## src/rtl/cat_mac_pkg.sv

```systemverilog
// cat_mac_pkg: AXI-Lite response codes and guard FSM state encodings.
package cat_mac_pkg;

    localparam logic [1:0] RESP_OKAY   = 2'b00;
    localparam logic [1:0] RESP_SLVERR = 2'b10;
    localparam logic [1:0] RESP_DECERR = 2'b11;

    typedef enum logic [1:0] {WR_IDLE, WR_FWD, WR_WAIT_B, WR_RESP} wr_state_t;
    typedef enum logic [1:0] {RD_IDLE, RD_FWD, RD_WAIT_R, RD_RESP} rd_state_t;

endpackage

```

## src/rtl/axil_guard_timer.sv

```systemverilog
// axil_guard_timer: per-channel watchdog counter that flags the last allowed cycle.
module axil_guard_timer #(
    parameter int TIMEOUT_CYCLES = 1024
) (
    input  logic clk,
    input  logic rst,
    input  logic clr,
    input  logic en,
    output logic expire
);

    localparam int CW = $clog2(TIMEOUT_CYCLES);

    logic [CW-1:0] cnt_q, cnt_d;

    always_comb cnt_d = clr ? '0 : en ? cnt_q + CW'(1) : cnt_q;

    assign expire = en && (cnt_q == CW'(TIMEOUT_CYCLES - 1));

    always_ff @(posedge clk) begin
        if (rst) cnt_q <= '0;
        else cnt_q <= cnt_d;
    end

endmodule

```

## src/rtl/sda_axil_guard.sv

```systemverilog
// sda_axil_guard: AXI-Lite guard that forwards legal accesses, answers out-of-range ones
// with DECERR and turns stalled downstream accesses into SLVERR.
module sda_axil_guard
    import cat_mac_pkg::*;
#(
    parameter int                ADDR_W         = 12,
    parameter logic [ADDR_W-1:0] ADDR_LIMIT     = 12'h100,
    parameter int                TIMEOUT_CYCLES = 1024,
    parameter logic [31:0]       ERR_DATA       = 32'hBAD0_0BAD
) (
    input  logic              clk_main_a0,
    input  logic              rst_main,
    input  logic [ADDR_W-1:0] s_awaddr,
    input  logic              s_awvalid,
    output logic              s_awready,
    input  logic [31:0]       s_wdata,
    input  logic [3:0]        s_wstrb,
    input  logic              s_wvalid,
    output logic              s_wready,
    output logic [1:0]        s_bresp,
    output logic              s_bvalid,
    input  logic              s_bready,
    input  logic [ADDR_W-1:0] s_araddr,
    input  logic              s_arvalid,
    output logic              s_arready,
    output logic [31:0]       s_rdata,
    output logic [1:0]        s_rresp,
    output logic              s_rvalid,
    input  logic              s_rready,
    output logic [ADDR_W-1:0] m_awaddr,
    output logic              m_awvalid,
    output logic [31:0]       m_wdata,
    output logic [3:0]        m_wstrb,
    output logic              m_wvalid,
    input  logic              m_awready,
    input  logic              m_wready,
    input  logic [1:0]        m_bresp,
    input  logic              m_bvalid,
    output logic              m_bready,
    output logic [ADDR_W-1:0] m_araddr,
    output logic              m_arvalid,
    input  logic              m_arready,
    input  logic [31:0]       m_rdata,
    input  logic [1:0]        m_rresp,
    input  logic              m_rvalid,
    output logic              m_rready,
    output logic [15:0]       timeout_cnt
);

    wr_state_t         wr_state_q, wr_state_d;
    logic              aw_held_q, aw_held_d, w_held_q, w_held_d;
    logic              aw_pend_q, aw_pend_d, w_pend_q, w_pend_d;
    logic              wr_late_q, wr_late_d;
    logic [ADDR_W-1:0] awaddr_q, awaddr_d;
    logic [31:0]       wdata_q, wdata_d;
    logic [3:0]        wstrb_q, wstrb_d;
    logic [1:0]        bresp_q, bresp_d;
    logic              aw_fire, w_fire, wr_expire, wr_timeout;

    rd_state_t         rd_state_q, rd_state_d;
    logic              rd_late_q, rd_late_d;
    logic [ADDR_W-1:0] araddr_q, araddr_d;
    logic [31:0]       rdata_q, rdata_d;
    logic [1:0]        rresp_q, rresp_d;
    logic              rd_expire, rd_timeout;

    logic [15:0]       timeout_cnt_q, timeout_cnt_d;
    logic [16:0]       cnt_sum;

    axil_guard_timer #(.TIMEOUT_CYCLES(TIMEOUT_CYCLES)) u_wr_timer (
        .clk    (clk_main_a0),
        .rst    (rst_main),
        .clr    (wr_state_q == WR_IDLE),
        .en     (wr_state_q == WR_FWD || wr_state_q == WR_WAIT_B),
        .expire (wr_expire)
    );

    axil_guard_timer #(.TIMEOUT_CYCLES(TIMEOUT_CYCLES)) u_rd_timer (
        .clk    (clk_main_a0),
        .rst    (rst_main),
        .clr    (rd_state_q == RD_IDLE),
        .en     (rd_state_q == RD_FWD || rd_state_q == RD_WAIT_R),
        .expire (rd_expire)
    );

    always_comb begin
        wr_state_d = wr_state_q;
        aw_held_d  = aw_held_q;
        w_held_d   = w_held_q;
        aw_pend_d  = aw_pend_q;
        w_pend_d   = w_pend_q;
        wr_late_d  = wr_late_q;
        awaddr_d   = awaddr_q;
        wdata_d    = wdata_q;
        wstrb_d    = wstrb_q;
        bresp_d    = bresp_q;
        wr_timeout = 1'b0;
        aw_fire    = wr_state_q == WR_IDLE && !aw_held_q && s_awvalid;
        w_fire     = wr_state_q == WR_IDLE && !w_held_q && s_wvalid;
        if (aw_fire) awaddr_d = s_awaddr;
        if (w_fire) begin
            wdata_d = s_wdata;
            wstrb_d = s_wstrb;
        end
        if (wr_late_q && m_bvalid) wr_late_d = 1'b0;
        case (wr_state_q)
            WR_IDLE: begin
                aw_held_d = aw_held_q || aw_fire;
                w_held_d  = w_held_q || w_fire;
                if (aw_held_d && w_held_d) begin
                    aw_held_d = 1'b0;
                    w_held_d  = 1'b0;
                    if (awaddr_d >= ADDR_LIMIT) begin
                        bresp_d    = RESP_DECERR;
                        wr_state_d = WR_RESP;
                    end else begin
                        aw_pend_d  = 1'b1;
                        w_pend_d   = 1'b1;
                        wr_state_d = WR_FWD;
                    end
                end
            end
            WR_FWD: begin
                if (m_awready) aw_pend_d = 1'b0;
                if (m_wready) w_pend_d = 1'b0;
                if (wr_expire) begin
                    aw_pend_d  = 1'b0;
                    w_pend_d   = 1'b0;
                    wr_timeout = 1'b1;
                end else if (!aw_pend_d && !w_pend_d) begin
                    wr_state_d = WR_WAIT_B;
                end
            end
            WR_WAIT_B: begin
                if (m_bvalid && !wr_late_q) begin
                    bresp_d    = m_bresp;
                    wr_state_d = WR_RESP;
                end else if (wr_expire) begin
                    wr_timeout = 1'b1;
                end
            end
            WR_RESP: wr_state_d = s_bready ? WR_IDLE : WR_RESP;
            default: wr_state_d = WR_IDLE;
        endcase
        if (wr_timeout) begin
            bresp_d    = RESP_SLVERR;
            wr_late_d  = 1'b1;
            wr_state_d = WR_RESP;
        end
    end

    always_comb begin
        rd_state_d = rd_state_q;
        rd_late_d  = rd_late_q;
        araddr_d   = araddr_q;
        rdata_d    = rdata_q;
        rresp_d    = rresp_q;
        rd_timeout = 1'b0;
        if (rd_late_q && m_rvalid) rd_late_d = 1'b0;
        case (rd_state_q)
            RD_IDLE: begin
                if (s_arvalid) begin
                    araddr_d = s_araddr;
                    if (s_araddr >= ADDR_LIMIT) begin
                        rresp_d    = RESP_DECERR;
                        rdata_d    = ERR_DATA;
                        rd_state_d = RD_RESP;
                    end else begin
                        rd_state_d = RD_FWD;
                    end
                end
            end
            RD_FWD: begin
                if (rd_expire) rd_timeout = 1'b1;
                else if (m_arready) rd_state_d = RD_WAIT_R;
            end
            RD_WAIT_R: begin
                if (m_rvalid && !rd_late_q) begin
                    rresp_d    = m_rresp;
                    rdata_d    = m_rdata;
                    rd_state_d = RD_RESP;
                end else if (rd_expire) begin
                    rd_timeout = 1'b1;
                end
            end
            RD_RESP: rd_state_d = s_rready ? RD_IDLE : RD_RESP;
            default: rd_state_d = RD_IDLE;
        endcase
        if (rd_timeout) begin
            rresp_d    = RESP_SLVERR;
            rdata_d    = ERR_DATA;
            rd_late_d  = 1'b1;
            rd_state_d = RD_RESP;
        end
    end

    always_comb begin
        cnt_sum       = {1'b0, timeout_cnt_q} + 17'(wr_timeout) + 17'(rd_timeout);
        timeout_cnt_d = cnt_sum[16] ? 16'hFFFF : cnt_sum[15:0];
    end

    always_ff @(posedge clk_main_a0) begin
        if (rst_main) begin
            wr_state_q    <= WR_IDLE;
            aw_held_q     <= 1'b0;
            w_held_q      <= 1'b0;
            aw_pend_q     <= 1'b0;
            w_pend_q      <= 1'b0;
            wr_late_q     <= 1'b0;
            awaddr_q      <= '0;
            wdata_q       <= '0;
            wstrb_q       <= '0;
            bresp_q       <= '0;
            rd_state_q    <= RD_IDLE;
            rd_late_q     <= 1'b0;
            araddr_q      <= '0;
            rdata_q       <= '0;
            rresp_q       <= '0;
            timeout_cnt_q <= '0;
        end else begin
            wr_state_q    <= wr_state_d;
            aw_held_q     <= aw_held_d;
            w_held_q      <= w_held_d;
            aw_pend_q     <= aw_pend_d;
            w_pend_q      <= w_pend_d;
            wr_late_q     <= wr_late_d;
            awaddr_q      <= awaddr_d;
            wdata_q       <= wdata_d;
            wstrb_q       <= wstrb_d;
            bresp_q       <= bresp_d;
            rd_state_q    <= rd_state_d;
            rd_late_q     <= rd_late_d;
            araddr_q      <= araddr_d;
            rdata_q       <= rdata_d;
            rresp_q       <= rresp_d;
            timeout_cnt_q <= timeout_cnt_d;
        end
    end

    // Outputs are forced low during reset so nothing leaks before the first reset edge.
    assign s_awready   = !rst_main && wr_state_q == WR_IDLE && !aw_held_q;
    assign s_wready    = !rst_main && wr_state_q == WR_IDLE && !w_held_q;
    assign s_bvalid    = !rst_main && wr_state_q == WR_RESP;
    assign s_bresp     = rst_main ? '0 : bresp_q;
    assign m_awvalid   = !rst_main && wr_state_q == WR_FWD && aw_pend_q;
    assign m_wvalid    = !rst_main && wr_state_q == WR_FWD && w_pend_q;
    assign m_awaddr    = rst_main ? '0 : awaddr_q;
    assign m_wdata     = rst_main ? '0 : wdata_q;
    assign m_wstrb     = rst_main ? '0 : wstrb_q;
    assign m_bready    = !rst_main && (wr_state_q == WR_WAIT_B || wr_late_q);
    assign s_arready   = !rst_main && rd_state_q == RD_IDLE;
    assign s_rvalid    = !rst_main && rd_state_q == RD_RESP;
    assign s_rresp     = rst_main ? '0 : rresp_q;
    assign s_rdata     = rst_main ? '0 : rdata_q;
    assign m_arvalid   = !rst_main && rd_state_q == RD_FWD;
    assign m_araddr    = rst_main ? '0 : araddr_q;
    assign m_rready    = !rst_main && (rd_state_q == RD_WAIT_R || rd_late_q);
    assign timeout_cnt = rst_main ? '0 : timeout_cnt_q;

endmodule

```

## config.mk

```make
export PLATFORM = sky130hd
export DESIGN_NAME = sda_axil_guard
export DESIGN_NICKNAME = d
export VERILOG_FILES = /design/src/rtl/cat_mac_pkg.sv /design/src/rtl/axil_guard_timer.sv /design/src/rtl/sda_axil_guard.sv
export SDC_FILE = /design/constraint.sdc
export NUM_CORES = 1
export LEC_CHECK = 0
export ABC_AREA = 0
export CORE_AREA = 2 2 118 120
export CTS_BUF_LIST = sky130_fd_sc_hd__clkbuf_16
export DETAILED_ROUTE_END_ITERATION = 16
export DIE_AREA = 0 0 120 122
export GPL_ROUTABILITY_DRIVEN = 0
export PLACE_DENSITY = 0.85
export RECOVER_POWER = 50
export SYNTH_ARGS = -nofsm -noshare
export SYNTH_HDL_FRONTEND = slang
export SYNTH_SLANG_ARGS = --single-unit
```

## constraint.sdc

```tcl
create_clock -name clk_main_a0 -period 7 [get_ports clk_main_a0]
set_clock_uncertainty 0.15 [all_clocks]
set_input_delay 1.4 -clock clk_main_a0 [delete_from_list [all_inputs] [get_ports clk_main_a0]]
set_output_delay 1.4 -clock clk_main_a0 [all_outputs]
set_load 0.05 [all_outputs]
```

# Yosys cells after proc, flatten, opt, wreduce, memory -nomap -nowiden
# Cells that the tools add are included.
# W data, S select, Z words.
# word_totals
regBits,142
input_bits,108
elab_cells,173
# op_classes
addsub,4
magnitude_cmp,2
n_eq_ne,25
mux,63
reduce_logical,58
# op_table
op,count
$mux W32,6
$pmux W32 S2,1
$mux W2,24
$mux W12,3
$mux W16,2
$ne A3 B3 Y1 const B,10
$ge A12 B9 Y1 const B,2
$logic_and A1 B1 Y1,24
$reduce_and A4 Y1,6
$add A10 B1 Y10 const B,2
$eq A10 B10 Y1 const B,2
$mux W1,18
$add A16 B1 Y17,1
$add A17 B1 Y17,1
$pmux W2 S4,2
$ne A2 B2 Y1 const B,7
$reduce_bool A2 Y1,5
$eq A2 B2 Y1 const B,4
$pmux W1 S2,4
$pmux W2 S2,2
$reduce_or A2 Y1,4
$logic_not A1 Y1,7
$logic_or A1 B1 Y1,6
$reduce_bool A3 Y1,2
5 further kinds,7

# Longest topological paths before layout
# depth
depth_word,9
depth_mapped,15
ltp_nobuf,14

# Cells and area by module
# A second synthesis with hierarchy kept.
# unflattened
hier_cells,824
hier_area_um2,6696.4
# modules_own_cells
mod,n_inst,cells_each,area_per_inst_um2,seq_area_each_um2
sda_axil_guard,1,718,5745.5,2442.3
axil_guard_timer,2,53,475.5,200.2

# Worst setup path before layout
# Ideal clock, no wire load.
# synth_timing
path_kind,input to output
from,in rst_main
to,out m_bready
t_arrival_ns,2.847
slack_ns,2.603
stages,5
n_path_buf,4
path_cell_list,clkbuf_1 clkbuf_1 clkbuf_1 clkbuf_1 nor2_1
# synth_between
elab_chain_len,2
# synth_rtl
item,line,rtl
"start, declared",sda_axil_guard.sv:12,"input logic rst_main,"
$logic_not A1 Y1,sda_axil_guard.sv:250,assign m_bready = !rst_main && (wr_state_q == WR_WAIT_B || wr_late_q);
$logic_and A1 B1 Y1,sda_axil_guard.sv:250,
"end, declared",sda_axil_guard.sv:39,"output logic m_bready,"
# Every way passes these cells.

# Final worst setup path
# layout_timing
from,in rst_main
to,out m_arvalid
# layout_between
elab_chain_len,2
# layout_rtl
item,line,rtl
$logic_not A1 Y1,sda_axil_guard.sv:255,assign m_arvalid = !rst_main && rd_state_q == RD_FWD;
$logic_and A1 B1 Y1,sda_axil_guard.sv:255,
"end, declared",sda_axil_guard.sv:41,"output logic m_arvalid,"
# Every way passes these cells.

==> flow_summary.ini <==
[outcome]
status = complete, but fails checks
violations = capacitance limit, slew limit

[synth]
syn_area_um2 = 6410
yosysUniqueCellTypes = 50
synth_edf_count = 0
ys_seq_elements = 142
syn_inst = 802
syn-num-nets = 922
syn_area_per_cell_um2 = 7.99
synthTopCellsByArea = dfxtp_1 44%, nor2b_1 10%, nand2_1 7.0%
ys_seq_area_share_pct = 44.4
synth_ff_type = dfxtp_1
synth_top_cell_by_area = dfxtp_1
netlist.area_leader.share_pct = 44.4
synthArstFlopShare_pct = 0
yosys_warnings = 0

[placed_design]
preCtsSetupSlack_ns = 2.02
dp_hpwl_um = 11800
io_buffers = 229

[setup_path]
critPathKind = in -> out
slowest_delay_ns = 0.73
r2r_setup_slack_ns = 2.42
reg2reg_depth = 13
slowest_stage = clkdlybuf4s50_1
cp-end-kind = output port
cp.arrival_ns = 3.30
r2r-end = timeout_cnt_q[7]$_SDFF_PP0_
path_max_fanout = 119
cp-start-kind = input port
endpoint = m_arvalid
startpoint = rst_main
r2r-start = wr_state_q[0]$_SDFFE_PP0P_
path_cells = buf_6 -> buf_12 -> nor2b_1 -> clkdlybuf4s50_1
required_ns = 5.45

[drt]
drt_iter0_drc = 344
drc_errors = 0
vias_per_cell = 5.03
first_pass_iters = 4
ant_nets = 0
wl_um = 16600
vias = 6027
wire_per_inst_um = 13.8

[grt]
grt_pass1_vias = 5652
grt_use_met1_pct = 25.7
overflow = 0
grt_pass1_wl_um = 26400
grt-busiest-layer = met2
grt_use_met2_pct = 38.4
grt_max_degree = 120
grtUsageTotal_pct = 22.3
met3_usage_pct = 6.98
antenna_found_initial = 1

[power_and_ir_drop]
leakagePower_uw = 0.00345
p_per_area_nw_per_um2 = 348
peakVddDrop_mv = 0.199

[cts]
worstSkewPairLatency_ns = 0.41
cts_buffer_depth = 2
cts_hold_buf = 0
tritoncts = built
cts_root_buf = clkbuf_16
clk_pin_slew_ns = 0.06
cts-resized-gates = 0
cts_sinks = 142
cts_buffers = 17
cts.htree.levels = 4
post_cts_buffers = 0

[layout]
fill_cells = 1087
area_growth_syn_to_layout_pct = 46.1
layout_commonest_cell = clkdlybuf4s50_1
layout-drive-gt1-share_pct = 4.23
fin_nets = 1124
final_cell_mix = 219 x clkdlybuf4s50_1, 142 x dfxtp_1, 119 x nand2_1, 102 x nor2b_1, 86 x nor2_1

[sta]
period_minus_slack_ns = 4.85
hold_viol_final = 0
fmax_ghz = 0.206
fin_tns_setup_ns = 0
maxSlewHeadroom_pct = -47.5
worst_slack_ns = 2.15
tightestPinTransition_ns = 2.20
fin_hold_ws_ns = 0.300
period_share_pct = 69.3
setup_viol = 0
rsz0062_at_grt = false
slew_viol_final = 58

[die]
die_w_um = 120
core_area_um2 = 13500
die_area_um2 = 14600
io_pins = 230
fp-row-count = 43
initial_core_util_pct = 47.4
die_h_um = 122

[min_path]
hp-class = reg -> reg

[run]
max-cap-violations = 2
-- routing by layer --
layer | part of all wire [%] | vias up
met2 | 49 | 198
met5 | 0 | -
li1 | - | 3070
met1 | 42 | 2734
met3 | 7.1 | 25
met4 | 1.9 | 0
-- kinds of logic after synthesis --
logic type	after synthesis	synth area share, %
xor gates and xnor gates	28	3.83
DFF	142	44.4
adders and majority gates	12	2.46
AOI/OAI and AO/OA	156	14.8
and+or+nand+nor	378	28.9
muxes	5	0.781
buffers and inverters	81	4.80
-- registers in the layout, summed over array words and instances, names as in the netlist, 4 cells and up --
register / flops
u_rd_timer.cnt_q: 10
araddr_q: 12
u_wr_timer.cnt_q: 10
timeout_cnt_q: 16
rdata_q: 32
wstrb_q: 4
wdata_q: 32
awaddr_q: 12
-- worst min-delay path by stage --
stage,to,depth (start not counted),startpoint
floorplan,rdata_q[30]$_SDFFE_PP0P_,2,rdata_q[30]$_SDFFE_PP0P_
detailed placement,wdata_q[15]$_SDFFE_PP0P_,2,wdata_q[15]$_SDFFE_PP0P_
finish,wdata_q[26]$_SDFFE_PP0P_,2,wdata_q[26]$_SDFFE_PP0P_
global placement,wdata_q[10]$_SDFFE_PP0P_,2,wdata_q[10]$_SDFFE_PP0P_
CTS,wdata_q[15]$_SDFFE_PP0P_,2,wdata_q[15]$_SDFFE_PP0P_
global route,wdata_q[0]$_SDFFE_PP0P_,2,wdata_q[0]$_SDFFE_PP0P_
-- worst max-delay path: cells and delay by family --
family,cells,cell delay [ns]
and+or+nand+nor,1,0.10
buffers and inverters,3,1.71
-- layout make-up --
class	instances	area (um^2)	area share (%)
clock inverter	15	153	1.63
inverter	30	113	1.20
sequential	142	2840	30.4
antenna	2	5.00	0.0535
timing repair buffer	234	2340	25.0
clock buffer	17	425	4.55
multi-input combinational	579	3250	34.8
tap	180	225	2.41
-- cells in the mapped netlist (7+ instances only) --
library cell	number
nand2_1	119
ha_1	11
nand2b_1	10
nand4_1	9
and3_1	7
xor2_1	15
nand3_1	17
a22oi_1	16
a21oi_1	83
nor2b_1	102
nor2_1	87
inv_1	30
o22ai_1	19
dfxtp_1	142
xnor2_1	13
clkbuf_1	44
a211oi_1	17
nor3_1	8
-- power breakdown --
part | internal (uW) | switching [uW]
clock network | 501 | 371
logic | 496 | 823
registers | 978 | 89.2
-- per-stage QoR --
| stage | cell area (um^2) | std cells | utilization, % | power [uW] |
|---|---|---|---|---|
| after floorplan | 6410 | 802 | - | 2020 |
| after global placement | 8780 | 1165 | 65.0 | 2370 |
| after detailed placement | 8780 | 1165 | 65.0 | 2400 |
| after CTS | 9360 | 1197 | 69.3 | 3290 |
| after global routing | 9350 | 1198 | 69.3 | 3440 |
| final | 9360 | 1199 | 69.3 | 3260 |
Power figures use the tool's default switching activity.
==> patch 1 (config.mk and constraints unchanged) <==
The 4 states of `rd_state_t` get a Gray code encoding in 2 bits.
--- a/src/rtl/cat_mac_pkg.sv
+++ b/src/rtl/cat_mac_pkg.sv
@@ -8,3 +8,3 @@
     typedef enum logic [1:0] {WR_IDLE, WR_FWD, WR_WAIT_B, WR_RESP} wr_state_t;
-    typedef enum logic [1:0] {RD_IDLE, RD_FWD, RD_WAIT_R, RD_RESP} rd_state_t;
+    typedef enum logic [1:0] {RD_IDLE = 2'b00, RD_FWD = 2'b01, RD_WAIT_R = 2'b11, RD_RESP = 2'b10} rd_state_t;
 
Formal check against the unedited RTL: same outputs for any inputs over 4 cycles, from zero or initial values and one cycle with rst_main high; so few cycles prove little.
==> patch 1 against the unedited design <==
  * The run still ends with max-capacitance violations, max-slew violations left
  * Fmax fell by 9.7%
  * First-iteration DRC count increased by 25%
  * Die area did not move
  * Power down 21%
  * Worst setup slack lost 520 ps
  * Sequential share of layout area up 0.16 points
  * Final area shrank 0.52%
  * Cell count decreased by 2.8%
  * Sequential cell count stayed put
  * Critical path depth unchanged
  * Synthesized cell count is 4.4% lower
  * Wire length up 5.7%
  * Area after synthesis fell by 0.37%
  * Count of clock-buffer cells in the layout did not move
  * Largest cell class unchanged
==> patch 1: results (changes against the unedited design) <==
WHS Endpoint wstrb_q[3]$_SDFFE_PP0P_; syn_nets 883 (-4.2%); CTS max path bufs 2 (unchanged); failing checks max-capacitance violations, max-slew violations; fin nets 1088 (-3.2%); P_leak 3.35 nW (-2.8%); Setup crit end m_wdata[29]; vias in the first global route 5578 (-1.3%); Slew @ Worst Pin 2200 ps (+8.29 ps); pin count of the biggest net entering global routing 105 (-13%); drt first pass iters 4 (unchanged); # fillers 1113 (+2.4%); CP max stage delay 870 ps (+140 ps); clk root buf clkbuf_16; hold crit path type reg2reg; CP max stage cell buf_4; Post-synth EDFFs 0 (unchanged); family with the most delay on the worst path buffers and inverters; Yosys cell types 55 (+10%); sequential element share of the synthesized area 44.5% (+0.17 points); # Max-Cap Violations 3 (+1); FF-to-FF setup slack 2630 ps (+210 ps); worst hold slack 299 ps (-0.364 ps); via count 5966 (-1.0%); worst reg2reg path depth 13 (unchanged); reg-to-reg endpoint timeout_cnt_q[0]$_SDFF_PP0_; first-pass GRT wire length 27200 um (+3.2%); hold path depth 2 (unchanged); later-pin clock latency in the skew report 410 ps (about the same); Total GRT Usage 23.2% (+0.92 points); WP buf/inv 3 (unchanged); DP HPWL 12200 um (+3.6%); worst r2r src wr_state_q[0]$_SDFFE_PP0P_; layout cells sized above 1 5.58% (+1.4 points); Avg WL per Cell 15.0 um (+8.8%); n_diodes 0 (-2); Worst EP arrival 3820 ps (+520 ps); commonest cells in the netlist 142 x dfxtp_1, 142 x nand2_1, 112 x nor2b_1; crit path max fanout 104 (-13%); synth top area cells dfxtp_1 45%, nor2b_1 11%, nand2_1 8.4%; total CTS buffers 17 (unchanged); Starting DRT DRC Count 430 (+25%); fin. max-slew vios 72 (+24%); run status finished, violations left; Peak VDD IR 0.000133 V (-34%); HP Start wstrb_q[3]$_SDFFE_PP0P_; antenna violations before repair 0 (-1); H-tree levels 4 (unchanged); Critical Path Start rst_main
patch 1: cell count changes in the layout (fill, tap and decap cells not counted), moves of 9 or more:
cell,unedited run,this run
a211oi_1,17,3
nand2_1,119,144
nand3_1,17,5
o221a_2,0,9
nor2_1,86,54
nor2b_1,102,113
o221a_1,0,10
o22ai_1,19,2
inv_1,30,19
patch 1: power by group:
group / internal, W / switching, W / total (W)
clock network: 0.000625 / 0.000336 / 0.000960
logic: 0.000260 / 0.000410 / 0.000670
registers: 0.000893 / 0.0000524 / 0.000946
patch 1: through the flow:
step | instances | setup slack, ps | instance area, sq um | power, W
after floorplan | 767 | 2620 | 6380 | 0.00141
after global placement | 1133 | 1730 | 8730 | 0.00162
after detailed placement | 1133 | 1680 | 8730 | 0.00164
after CTS | 1165 | 1690 | 9360 | 0.00260
after global routing | 1165 | 1510 | 9310 | 0.00269
final | 1165 | 1630 | 9310 | 0.00258
patch 1: area by class of cell:
cell class | instances | share of cell area (%)
Timing Repair Buffer | 232 | 24.8
Sequential cell | 142 | 30.5
Clock inverter | 15 | 2.18
Clock buffer | 17 | 4.57
Tap cell | 180 | 2.42
Inverter | 18 | 0.726
Multi-Input combinational cell | 561 | 34.7
patch 1: routing by layer:
metal  share of wire, %  global-route usage [%]  vias to the layer above
li1                   -                       -                     2986
met1                 44                    28.7                     2768
met2                 49                    39.6                      182
met3                5.0                    5.24                       30
met4                2.1                    8.53                        0
met5                  0                       0                        -
patch 1: logic make-up (layout without fill, tap and decap cells):
logic type,after synthesis,count (layout),share of synthesized area [%]
compound gates,148,148,15.5
xor+xnor,23,23,3.16
fa+ha+maj,8,8,1.69
buf+inv,64,282,4.18
flops,142,142,44.5
mux,6,6,0.980
simple gates,376,376,30.0
==> patch 2 (same settings) <==
Without the edit above. `ERR_DATA`: 32'hBAD0_0BAD -> 32'h8C1C08C1.
--- a/src/rtl/sda_axil_guard.sv
+++ b/src/rtl/sda_axil_guard.sv
@@ -8,3 +8,3 @@
     parameter int                TIMEOUT_CYCLES = 1024,
-    parameter logic [31:0]       ERR_DATA       = 32'hBAD0_0BAD
+    parameter logic [31:0]       ERR_DATA       = 32'h8C1C08C1
 ) (
Formal check against the unedited RTL: not equivalent (Yosys sat finds a counterexample within 4 cycles, from zero or initial values and one cycle with rst_main high).
==> patch 2 against the unedited design <==
  * The run still ends with max-capacitance violations, max-slew violations left
  * Worst setup slack got worse by 230 ps
  * Area after synthesis grew 1.0%
  * Sequential cell count unchanged
  * Sequential power shrank 5%
  * Clock power shrank 2.8%
  * Wire length fell by 3.2%
  * Final area up 0.40%
  * Power fell by 8.6%
==> patch 2: results (changes against the unedited design) <==
run status finished, violations left; failing checks max-capacitance violations, max-slew violations; fin nets 1120 (-0.36%); pre-CTS setup slack 2010 ps (-13.9 ps); worst r2r src rd_state_q[1]$_SDFFE_PP0P_; Mean Syn Cell Area 8.12 sq um (+1.6%); via count 5961 (-1.1%); worst reg2reg path depth 12 (-1); HP Start wdata_q[21]$_SDFFE_PP0P_; met2 wire len 7410 um (-8.2%); Total GRT Usage 21.6% (-0.64 points); fin. max-slew vios 52 (-10%); Worst EP arrival 5270 ps (+1970 ps); vias in the first global route 5459 (-3.4%); met3 wire len 1100 um (-6.5%); first-pass GRT wire length 25700 um (-2.6%); CP max stage cell fa_1; Critical Path Start m_rvalid; layout cells sized above 1 3.95% (-0.28 points); Yosys cell types 54 (+8.0%); Starting DRT DRC Count 296 (-14%); antenna violations before repair 0 (-1); crit path max fanout 16 (-87%); Setup WS post-layout 1920 ps (-228 ps); # Max-Cap Violations 2 (unchanged)
patch 2: changes by cell type after synthesis, sizes merged, moves of 5 or more:
cell	before	now
mux2i	5	12
a22oi	16	22
xor2	15	20
nand2b	10	19
o22ai	19	5
nor3	9	4
patch 2: layout make-up:
class	instances	area (sq um)
multi-input combinational	581	3340
fill	1128	4110
clock buffer	17	425
timing repair buffer	232	2330
clock inverter	15	131
inverter	26	97.6
tap	180	225
sequential	142	2840
patch 2: path summary, 6_finish.rpt:
path	endpoint
hold reg to reg	wdata_q[21]$_SDFFE_PP0P_
setup / recovery	timeout_cnt_q[13]$_SDFF_PP0_
hold / removal	wdata_q[21]$_SDFFE_PP0P_
setup reg to reg	timeout_cnt_q[13]$_SDFF_PP0_
patch 2: worst reg2reg max path, stage by stage, from the launching register on:
cell       delay, ps
dfxtp_1          380
inv_1             80
ha_1             360
nand2_1          100
nor2_1           280
o2111ai_1        730
fa_1             710
inv_1             90
ha_1             200
nand2_1          100
or3_4            390
or3_1            570
a21oi_1          220
patch 2: kinds of logic (layout without fill, tap and decap cells):
kind of cell / after synthesis / after routing / synth area share, %
xor+xnor: 29 / 29 / 3.93
flops: 142 / 142 / 43.9
buf+inv: 74 / 290 / 4.50
compound gates: 145 / 145 / 14.1
fa+ha+maj: 12 / 12 / 2.44
mux: 13 / 13 / 2.03
simple gates: 382 / 382 / 29.0
patch 2: layer usage:
layer	track usage (%)	vias up
li1	-	3047
met1	27.3	2707
met2	34.6	182
met3	6.69	25
met4	8.46	0
met5	0	-
patch 2: power breakdown:
group | switching, W | internal [W]
Combinational | 0.000690 | 0.000421
Clock | 0.000334 | 0.000515
Sequential | 0.0000684 | 0.000948
patch 2: metrics by stage:
step	instance area (sq um)	total power, W	hold slack [ps]
3_3_place_gp	8850	0.00213	287
2_1_floorplan	6470	0.00183	277
3_5_place_dp	8850	0.00215	292
6_report	9390	0.00298	298
4_1_cts	9410	0.00300	299
5_1_grt	9390	0.00315	314
